### src/rtl/param_sync_fifo_pkg.sv
// Shared helpers for param_sync_fifo: count-width function and
// elaboration-time parameter legality checks.
package fifo_pkg;

    function automatic int unsigned cnt_w(input int unsigned depth);
        return $clog2(depth) + 1;
    endfunction

    function automatic bit is_pow2(input int unsigned v);
        return (v >= 2) && ((v & (v - 1)) == 0);
    endfunction

    function automatic bit levels_ok(input int unsigned depth,
                                     input int unsigned af_level,
                                     input int unsigned ae_level);
        return (af_level >= 1) && (af_level <= depth) && (ae_level <= depth - 1);
    endfunction

endpackage

### src/rtl/param_sync_fifo_if.sv
// Push/pop handshake and status bundle of param_sync_fifo; master is the
// producer/consumer side, slave is the FIFO itself.
interface param_sync_fifo_if
    import fifo_pkg::*;
#(
    parameter int unsigned DATA_W = 8,
    parameter int unsigned DEPTH  = 16
);
    localparam int unsigned CW = cnt_w(DEPTH);

    logic              push;
    logic              pop;
    logic [DATA_W-1:0] data_in;
    logic              clr_err;
    logic [DATA_W-1:0] data_out;
    logic              fifo_empty;
    logic              fifo_full;
    logic              almost_empty;
    logic              almost_full;
    logic [CW-1:0]     count;
    logic              overflow;
    logic              underflow;

    modport master (
        output push, pop, data_in, clr_err,
        input  data_out, fifo_empty, fifo_full, almost_empty, almost_full,
               count, overflow, underflow
    );

    modport slave (
        input  push, pop, data_in, clr_err,
        output data_out, fifo_empty, fifo_full, almost_empty, almost_full,
               count, overflow, underflow
    );

endinterface

### src/rtl/param_sync_fifo_mem.sv
// DEPTH x DATA_W storage array: one synchronous write port, one
// asynchronous read port. Contents are deliberately not reset.
module fifo_mem #(
    parameter  int unsigned DATA_W = 8,
    parameter  int unsigned DEPTH  = 16,
    localparam int unsigned AW     = $clog2(DEPTH)
) (
    input  logic              clk,
    input  logic              we,
    input  logic [AW-1:0]     waddr,
    input  logic [DATA_W-1:0] wdata,
    input  logic [AW-1:0]     raddr,
    output logic [DATA_W-1:0] rdata
);

    logic [DATA_W-1:0] mem_q [DEPTH];

    always_ff @(posedge clk) begin
        if (we) begin
            mem_q[waddr] <= wdata;
        end
    end

    assign rdata = mem_q[raddr];

endmodule

### src/rtl/param_sync_fifo.sv
// Parametrised single-clock FIFO with almost-full/empty thresholds, optional
// first-word-fall-through read and sticky overflow/underflow flags.
module param_sync_fifo
    import fifo_pkg::*;
#(
    parameter int unsigned DATA_W   = 8,
    parameter int unsigned DEPTH    = 16,
    parameter int unsigned AF_LEVEL = DEPTH - 2,
    parameter int unsigned AE_LEVEL = 2,
    parameter int unsigned FWFT     = 0
) (
    input logic               clk,
    input logic               rstn,
    param_sync_fifo_if.slave  bus
);

    localparam int unsigned PW = $clog2(DEPTH);
    localparam int unsigned CW = cnt_w(DEPTH);

    if (!is_pow2(DEPTH)) begin : g_bad_depth
        $error("param_sync_fifo: DEPTH must be a power of two >= 2");
    end
    if (!levels_ok(DEPTH, AF_LEVEL, AE_LEVEL)) begin : g_bad_levels
        $error("param_sync_fifo: AF_LEVEL or AE_LEVEL out of range");
    end

    logic [PW-1:0]     wr_ptr_q, wr_ptr_d;
    logic [PW-1:0]     rd_ptr_q, rd_ptr_d;
    logic [CW-1:0]     count_q, count_d;
    logic              overflow_q, overflow_d;
    logic              underflow_q, underflow_d;
    logic              empty, full, wr_ok, rd_ok;
    logic [DATA_W-1:0] rd_data;

    assign empty = (count_q == '0);
    assign full  = (count_q == CW'(DEPTH));

    always_comb begin
        wr_ok       = bus.push && (!full || bus.pop);
        rd_ok       = bus.pop && !empty;
        wr_ptr_d    = wr_ptr_q + PW'(wr_ok);
        rd_ptr_d    = rd_ptr_q + PW'(rd_ok);
        count_d     = count_q + CW'(wr_ok) - CW'(rd_ok);
        // A new error in the clearing cycle wins over clr_err.
        overflow_d  = (overflow_q && !bus.clr_err) || (bus.push && !wr_ok);
        underflow_d = (underflow_q && !bus.clr_err) || (bus.pop && !rd_ok);
    end

    always_ff @(posedge clk or negedge rstn) begin
        if (!rstn) begin
            wr_ptr_q    <= '0;
            rd_ptr_q    <= '0;
            count_q     <= '0;
            overflow_q  <= 1'b0;
            underflow_q <= 1'b0;
        end else begin
            wr_ptr_q    <= wr_ptr_d;
            rd_ptr_q    <= rd_ptr_d;
            count_q     <= count_d;
            overflow_q  <= overflow_d;
            underflow_q <= underflow_d;
        end
    end

    fifo_mem #(
        .DATA_W (DATA_W),
        .DEPTH  (DEPTH)
    ) u_mem (
        .clk   (clk),
        .we    (wr_ok),
        .waddr (wr_ptr_q),
        .wdata (bus.data_in),
        .raddr (rd_ptr_q),
        .rdata (rd_data)
    );

    if (FWFT != 0) begin : g_fwft
        assign bus.data_out = empty ? '0 : rd_data;
    end else begin : g_reg_read
        logic [DATA_W-1:0] dout_q, dout_d;

        always_comb begin
            dout_d = rd_ok ? rd_data : dout_q;
        end

        always_ff @(posedge clk or negedge rstn) begin
            if (!rstn) begin
                dout_q <= '0;
            end else begin
                dout_q <= dout_d;
            end
        end

        assign bus.data_out = dout_q;
    end

    assign bus.count        = count_q;
    assign bus.fifo_empty   = empty;
    assign bus.fifo_full    = full;
    assign bus.almost_empty = (count_q <= CW'(AE_LEVEL));
    assign bus.almost_full  = (count_q >= CW'(AF_LEVEL));
    assign bus.overflow     = overflow_q;
    assign bus.underflow    = underflow_q;

endmodule

### src/flat_wrapper.sv
// flat-port wrapper written by rule: the top's interface ports become plain ports
module param_sync_fifo_flat import fifo_pkg::*;
#(
    parameter int unsigned DATA_W   = 8,
    parameter int unsigned DEPTH    = 16,
    parameter int unsigned AF_LEVEL = DEPTH - 2,
    parameter int unsigned AE_LEVEL = 2,
    parameter int unsigned FWFT     = 0
)
  (clk, rstn, bus_push, bus_pop, bus_data_in, bus_clr_err, bus_data_out, bus_fifo_empty, bus_fifo_full, bus_almost_empty, bus_almost_full, bus_count, bus_overflow, bus_underflow);
  param_sync_fifo_if #(.DATA_W(DATA_W), .DEPTH(DEPTH)) bus_i ();
  input logic clk;
  input logic rstn;
  input wire logic [$bits(bus_i.push)-1:0] bus_push;
  input wire logic [$bits(bus_i.pop)-1:0] bus_pop;
  input wire logic [$bits(bus_i.data_in)-1:0] bus_data_in;
  input wire logic [$bits(bus_i.clr_err)-1:0] bus_clr_err;
  output wire logic [$bits(bus_i.data_out)-1:0] bus_data_out;
  output wire logic [$bits(bus_i.fifo_empty)-1:0] bus_fifo_empty;
  output wire logic [$bits(bus_i.fifo_full)-1:0] bus_fifo_full;
  output wire logic [$bits(bus_i.almost_empty)-1:0] bus_almost_empty;
  output wire logic [$bits(bus_i.almost_full)-1:0] bus_almost_full;
  output wire logic [$bits(bus_i.count)-1:0] bus_count;
  output wire logic [$bits(bus_i.overflow)-1:0] bus_overflow;
  output wire logic [$bits(bus_i.underflow)-1:0] bus_underflow;
  assign bus_i.push = bus_push;
  assign bus_i.pop = bus_pop;
  assign bus_i.data_in = bus_data_in;
  assign bus_i.clr_err = bus_clr_err;
  assign bus_data_out = bus_i.data_out;
  assign bus_fifo_empty = bus_i.fifo_empty;
  assign bus_fifo_full = bus_i.fifo_full;
  assign bus_almost_empty = bus_i.almost_empty;
  assign bus_almost_full = bus_i.almost_full;
  assign bus_count = bus_i.count;
  assign bus_overflow = bus_i.overflow;
  assign bus_underflow = bus_i.underflow;
  param_sync_fifo #(.DATA_W(DATA_W), .DEPTH(DEPTH), .AF_LEVEL(AF_LEVEL), .AE_LEVEL(AE_LEVEL), .FWFT(FWFT)) u_core (.clk(clk), .rstn(rstn), .bus(bus_i));
endmodule
### config.mk
export PLATFORM = sky130hd
export DESIGN_NAME = param_sync_fifo_flat
export DESIGN_NICKNAME = d
export VERILOG_FILES = /design/src/rtl/param_sync_fifo_pkg.sv /design/src/rtl/param_sync_fifo_if.sv /design/src/rtl/param_sync_fifo_mem.sv /design/src/rtl/param_sync_fifo.sv /design/src/flat_wrapper.sv
export SDC_FILE = /design/constraint.sdc
export NUM_CORES = 1
export LEC_CHECK = 0
export CELL_PAD_IN_SITES_DETAIL_PLACEMENT = 2
export CELL_PAD_IN_SITES_GLOBAL_PLACEMENT = 2
export CORE_MARGIN = 4
export CORE_UTILIZATION = 50
export CTS_CLUSTER_SIZE = 40
export DETAILED_ROUTE_END_ITERATION = 16
export PLACE_DENSITY = 0.93
export SYNTH_ARGS = -nofsm -noshare
export SYNTH_HDL_FRONTEND = slang
export SYNTH_SLANG_ARGS = --single-unit
### constraint.sdc
create_clock -name clk -period 7.5 [get_ports clk]
set_clock_uncertainty 0.15 [all_clocks]
set_input_delay 0.75 -clock clk [delete_from_list [all_inputs] [get_ports clk]]
set_output_delay 0.75 -clock clk [all_outputs]
set_load 0.01 [all_outputs]
==> key figures, run 1 <==
Floorplan
  – # rows: 40
  – Core region area: 12010 um2
  – Starting utilization of the core area: 0.5095
  – I/O pin cnt: 32
  – Die Y: 118.6 um
  – Die Area: 14070 um2
  – Horizontal die dimension: 118.6 um

Clock tree
  – Number of post-CTS setup repair buffers: 0
  – Clock-pin slew of the registers on the worst-case setup and hold paths: 60 ps
  – Clk Tree Root Cell: clkbuf_16
  – Count of instances resized after the clock tree is built: 0
  – TritonCTS clock tree: yes
  – Clock sink count: 151
  – Worst-Skew Late Latency: 420 ps
  – Number of clock buffers inserted by TritonCTS: 17
  – H-tree Lvls: 4
  – Largest buffer count on any clock path: 2
  – Number of buffers added to fix hold violations after cts: 0

Worst hold path
  – Path type of the worst min-delay path: flip-flop to flip-flop

Layout
  – Antenna cell count: 0
  – Post-route cell area: 7059 um2
  – Layout-stage area growth over the synthesis result: 15.35%
  – Number of filler cells placed in the layout: 986
  – Layout cells sized above 1: 0.1643
  – Sequential standard cell area: 4420 um2
  – Total Nets Final: 376
  – Multi-input logic area: 1513 um2

Worst setup path
  – CP Launch Type: flip-flop
  – Signal arrival time at the worst endpoint: 2690 ps
  – Crit end category: primary output
  – Slowest CP cell: nor4b_2
  – Cells along the critical path: inv_1 > ha_1 > nor4b_2 > clkdlybuf4s50_1
  – Crit path max fanout: 13
  – Slowest Stage Delay on Critical Path: 800 ps
  – Buffering stage count on the worst path with inverters included: 2
  – Type of the worst setup path: flip-flop to primary output
  – Crit path required time: 6600 ps
  – Cell type group with the largest total delay on the critical path: buffers and inverters

Synth
  – Post-synthesis cell type count: 33
  – Gate count of the mapped netlist: 310
  – Post-synth top cells: edfxtp_1 (128), mux4_2 (27), dfrtp_1 (23)
  – Cell taking the most area after synthesis: edfxtp_1
  – Post-synthesis sequential area ratio: 0.7221
  – Synth Area per Inst: 19.74 um2
  – Synth top area share: 0.6281
  – Ys flop type: edfxtp_1
  – Synthesis Warnings: 0
  – Post-synthesis sequential element count: 151
  – Area contributors post-synth: edfxtp_1 (63%), mux4_2 (9.9%), dfrtp_1 (9.4%)
  – Library cell with the highest instance count after synthesis: edfxtp_1
  – Synth async-reset ratio: 0.1523
  – Cell Area, Synth: 6120 um2
  – Number of synthesized flops with an enable pin: 128
  – Post-Syn Nets: 338

STA
  – Total negative slack for setup checks: 0 ps
  – Tcrit/Tclk final: 0.4793
  – Final hold violation count: 0
  – Actual slew at the worst max-slew pin: 1331 ps
  – Final Setup Violations: 0
  – Slew HR: 0.1058
  – Maximum operating frequency: 278.2 MHz
  – Time the worst path needs with I/O delays and setup: 3595 ps
  – Unrepaired setup endpoints after global routing: no
  – Final count of pins violating max slew: 0

Drt
  – Initial DRT Pass Iterations: 4
  – Number of routed nets with antenna violations: 0
  – Wire length per cell: 31.00 um
  – Count of unresolved DRC violations after routing: 0
  – Number of DRC violations after detailed-routing iteration 0: 278
  – Via count: 3132
  – Total wire length: 15690 um
  – Via-per-instance ratio: 6.190

Power
  – Leakage dissipation: 2.456 nW
  – Total power per unit cell area: 401.5 nW/um2
  – Peak VDD IR: 0.1891 mV

Placed design
  – Number of I/O port buffers: 31
  – Placed Instance Area: 6505 um2
  – Routability congestion estimate: 0.8013
  – DP HPWL: 10330 um

GRT
  – Aggregate global-route resource usage: 0.2408
  – Largest net degree at the start of global routing: 35
  – Via count of the first global-routing pass: 3511
  – Antenna violations before repair: 0
  – Global-route wire length before repair: 23900 um
  – Overflow left after global routing: 0

Outcome
  – Result of the run: finished clean

Job
  – Count of maximum capacitance violations: 0
-- sequential cells by signal (all words and copies together), names as in the netlist --
| signal | flops |
|---|---|
| u_core.bus.overflow | 1 |
| u_core.bus.count | 5 |
| u_core.u_mem.mem_q | 128 |
| u_core.bus.data_out | 8 |
| u_core.bus.underflow | 1 |
| u_core.rd_ptr_q | 4 |
| u_core.wr_ptr_q | 4 |
-- cell families (layout without fill, tap and decap cells) --
family | after synthesis | after routing | synth area share
AOI/OAI and AO/OA | 28 | 28 | 0.03353
xor gates and xnor gates | 7 | 7 | 0.01002
adders and majority gates | 15 | 15 | 0.03190
buffers and inverters | 32 | 81 | 0.03251
DFF | 151 | 151 | 0.7221
muxes | 48 | 48 | 0.1470
and+or+nand+nor | 29 | 29 | 0.02290
-- placed cells by master (no fill, tap or decap), types with 4 or more instances in the layout --
| master | synthesis | routed |
|---|---|---|
| nand2_1 | 4 | 4 |
| mux4_2 | 27 | 27 |
| clkdlybuf4s50_1 | 0 | 31 |
| mux2i_1 | 16 | 16 |
| nor2_1 | 13 | 13 |
| o221ai_1 | 8 | 8 |
| inv_1 | 16 | 16 |
| o21ai_0 | 8 | 8 |
| o2111ai_1 | 4 | 4 |
| dfrtp_1 | 23 | 22 |
| edfxtp_1 | 128 | 128 |
| clkinv_1 | 0 | 4 |
| ha_1 | 14 | 14 |
| mux4_1 | 5 | 5 |
| xor2_1 | 4 | 4 |
| clkbuf_16 | 0 | 17 |
-- per-layer routing --
metal	GRT usage	wire, um	up-vias
li1	-	-	1318
met1	0.3087	6483	1672
met2	0.4011	8127	115
met3	0.05502	654	27
met4	0.09341	422	0
met5	0	0	-
-- layout make-up --
class | instances | area share
clock buffers | 18 | 0.06079
multi-input cells | 127 | 0.2143
well taps | 147 | 0.02605
repair buffers | 35 | 0.04821
flip-flops and latches | 151 | 0.6262
inverters | 16 | 0.008508
clock inverters | 12 | 0.01595
-- where the power goes --
group | switching (W) | total [W] | internal (W)
Clock | 0.000323 | 0.000801 | 0.000478
Sequential | 0.000137 | 0.00118 | 0.00105
Combinational | 0.000451 | 0.000848 | 0.000397
-- worst paths after layout --
path	from	end	slack (ps)	cells after the start
worst min-delay path	u_core.bus.underflow	u_core.bus.underflow	370	1
max in group asynchronous	rstn	u_core.rd_ptr_q[2]	5680	1
min in group asynchronous	rstn	u_core.bus.underflow	780	1
worst min register to register	u_core.bus.underflow	u_core.bus.underflow	370	1
worst max-delay path	u_core.bus.count[2]	bus_fifo_empty	3910	4
worst max register to register	u_core.bus.count[2]	u_core.bus.count[4]	3980	12
-- per-stage QoR --
stage / power [W] / hold WS, ps / worst slack, ps / std cells / utilization
2_1_floorplan: 0.001718 / 304.4 / 4616 / 310 / -
3_3_place_gp: 0.001933 / 336.7 / 4185 / 475 / 0.5416
3_5_place_dp: 0.002029 / 357.9 / 3898 / 475 / 0.5416
4_1_cts: 0.002858 / 378.5 / 3911 / 505 / 0.5867
5_1_grt: 0.002968 / 397.9 / 3699 / 506 / 0.5877
6_report: 0.002835 / 369.5 / 3905 / 506 / 0.5877
(Power assumes the default switching activity.)
==> run 2: changes to the inputs <==
Settings changed: CORE_UTILIZATION 50 to 42, PLACE_DENSITY 0.93 to 0.84.
Clock period 7.5 ns to 3.2 ns, I/O delays scaled along.
==> run 2 against run 1 <==
Effect of this change:
- combinational power increased by 140%
- power is 140% higher
- sequential power rose by 130%
- critical path depth up 8
- die area is 18% higher
- wire length rose by 0.43%
- first-iteration DRC count increased by 11%
==> key figures, run 2 (same netlist as run 1, synthesis figures left out) <==
Outcome
  – Result of the run: finished clean

GRT
  – Aggregate global-route resource usage: 0.2058 (-0.03501)
  – Global-route wire length before repair: 23990 um (+0.38%)
  – Overflow left after global routing: 0 (unchanged)
  – Antenna violations before repair: 0 (unchanged)
  – Largest net degree at the start of global routing: 35 (unchanged)
  – Via count of the first global-routing pass: 3615 (+3.0%)

Drt
  – Wire length per cell: 28.03 um (-9.6%)
  – Initial DRT Pass Iterations: 4 (unchanged)
  – Via-per-instance ratio: 5.657 (-8.6%)
  – Number of DRC violations after detailed-routing iteration 0: 309 (+11%)
  – Via count: 3179 (+1.5%)
  – Total wire length: 15750 um (+0.43%)
  – Number of routed nets with antenna violations: 0 (unchanged)
  – Count of unresolved DRC violations after routing: 0 (unchanged)

Clock tree
  – Number of post-CTS setup repair buffers: 0 (unchanged)
  – Worst-Skew Late Latency: 430 ps (about the same)
  – Number of clock buffers inserted by TritonCTS: 17 (unchanged)
  – Clock sink count: 151 (unchanged)
  – Count of instances resized after the clock tree is built: 0 (unchanged)
  – Number of buffers added to fix hold violations after cts: 0 (unchanged)
  – Largest buffer count on any clock path: 2 (unchanged)
  – H-tree Lvls: 4 (unchanged)
  – TritonCTS clock tree: yes
  – Clk Tree Root Cell: clkbuf_16
  – Clock-pin slew of the registers on the worst-case setup and hold paths: 60 ps (about the same)

Power
  – Sequential cell fraction of total power: 0.401 (-0.017)
  – Comb pwr share: 0.300 (about the same)
  – Total power per unit cell area: 928.6 nW/um2 (+130%)
  – Part of the power in the clock network: 0.299 (+0.016)
  – Leakage dissipation: 2.599 nW (+5.8%)
  – Switching share of power: 0.3106 (-0.01064)
  – Overall power: 0.006787 W (+140%)
  – Internal power summed over all cells: 0.004679 W (+140%)
  – Peak VDD IR: 0.4381 mV (+130%)
  – Net Switching: 0.002108 W (+130%)

Worst setup path
  – Type of the worst setup path: flip-flop to flip-flop
  – Crit path required time: 3350 ps (-3250 ps)
  – CP Launch Type: flip-flop
  – Crit end category: flip-flop
  – Crit path max fanout: 3 (-10)
  – Signal arrival time at the worst endpoint: 2910 ps (+220 ps)
  – Cells along the critical path: inv_1 > ha_1 > nor4b_2 > nor2_1 > ha_1 > inv_1 > ha_1 > inv_1 > fa_1 > o21bai_1 > a21oi_1 > xor2_1
  – Slowest Stage Delay on Critical Path: 400 ps (-400 ps)
  – Slowest CP cell: dfrtp_1

Floorplan
  – I/O pin cnt: 32 (unchanged)
  – Core region area: 14100 um2 (+17%)
  – # rows: 43 (+7.5%)
  – Die Y: 128.7 um (+8.5%)
  – Horizontal die dimension: 128.7 um (+8.5%)
  – Die Area: 16570 um2 (+18%)
  – Starting utilization of the core area: 0.4341 (-0.07534)

STA
  – Unrepaired setup endpoints after global routing: no
  – Hold slack: 118.3 ps (-251.2 ps)
  – Maximum operating frequency: 362.6 MHz
  – Total negative slack for setup checks: 0 ps (unchanged)
  – Tcrit/Tclk final: 0.8619
  – Actual slew at the worst max-slew pin: 943.9 ps (-387.3 ps)
  – Final hold violation count: 0 (unchanged)
  – Slew HR: 0.3708 (+0.2650)
  – Time the worst path needs with I/O delays and setup: 2758 ps
  – Final Setup Violations: 0 (unchanged)
  – Final count of pins violating max slew: 0 (unchanged)

Layout
  – Final design utilization: 0.5185 (-0.06925)
  – Layout-stage area growth over the synthesis result: 19.42%
  – Post-route cell area: 7308 um2 (+3.5%)
  – Commonest non-fill, non-tap cell in the layout: edfxtp_1
  – Antenna cell count: 0 (unchanged)
  – Number of filler cells placed in the layout: 1224 (+24%)
  – Flip-flop count of the largest register after layout: 128 (unchanged)
  – Most used cells in the layout excluding fill and tap cells: edfxtp_1 (128), clkdlybuf4s50_1 (31), mux4_2 (27)
  – Total Nets Final: 397 (+5.6%)
  – Layout cells sized above 1: 0.2173 (+0.05293)
  – Register ranked first by flip-flop count: u_core.u_mem.mem_q

Placed design
  – DP HPWL: 10530 um (+1.9%)
  – Number of I/O port buffers: 31 (unchanged)
  – Placed Instance Area: 6710 um2 (+3.2%)
  – Routability congestion estimate: 0.7474 (-6.7%)

Job
  – Count of maximum capacitance violations: 0 (unchanged)

Worst hold path
  – Path type of the worst min-delay path: input port to asynchronous set/reset pin
-- run 2: cell types whose count changed in the layout (fill, tap and decap cells not counted), sizes merged --
cell      delta
clkbuf       +1
clkinvlp     -1
clkinv       -1
bufinv       +1
buf         +22
inv          +1
-- run 2: path summary, 6_finish.rpt --
kind	cells after the start	startpoint	slack, ps	to
worst max-delay path	12	u_core.bus.count[3]	440	u_core.bus.count[4]
worst min-delay path	2	rstn	120	u_core.bus.count[3]
worst max register to register	12	u_core.bus.count[3]	440	u_core.bus.count[4]
worst min register to register	1	u_core.bus.overflow	370	u_core.bus.overflow
max in group asynchronous	2	rstn	2530	u_core.bus.data_out[7]
min in group clk	1	u_core.bus.overflow	370	u_core.bus.overflow
-- run 2: worst max-delay path, delay by kind of cell, from the launching register on --
family / cells / cell delay [ps]
AO/OA/AOI/OAI: 2 / 250
XOR/XNOR: 1 / 150
adder cells (fa/ha/maj): 4 / 1060
buffers and inverters: 3 / 250
flip-flops: 1 / 400
AND/OR/NAND/NOR: 2 / 380
-- run 2: power by group through the flow --
stage                     combinational, W  clock, W  sequential, W
final                              0.00204   0.00203        0.00272
after global routing               0.00220   0.00216        0.00276
after CTS                          0.00208   0.00206        0.00272
after detailed placement           0.00206         0        0.00276
after global placement             0.00190         0        0.00270
after floorplan                    0.00139         0        0.00264
-- run 2: area by class of cell --
type                       count  area [um2]  area share
tap                          180       225.2     0.03082
timing repair buffer          56       498.0     0.06814
clock buffer                  20       446.7     0.06112
sequential                   151        4419      0.6047
multi-input combinational    127        1508      0.2063
clock inverter                12       151.4     0.02072
inverter                      16       60.06    0.008218
-- run 2: metal layers --
metal,up-vias,wire [um],track usage
met3,14,659,0.04151
met5,-,0,0
li1,1366,-,-
met1,1704,6459,0.2604
met4,0,233,0.07412
met2,95,8402,0.3530
-- run 2: metrics by stage --
step	setup WS (ps)	instances
after floorplan	316.0	310
after global placement	512.5	530
after detailed placement	371.9	530
after CTS	440.0	562
after global routing	159.8	562
final	442.0	562
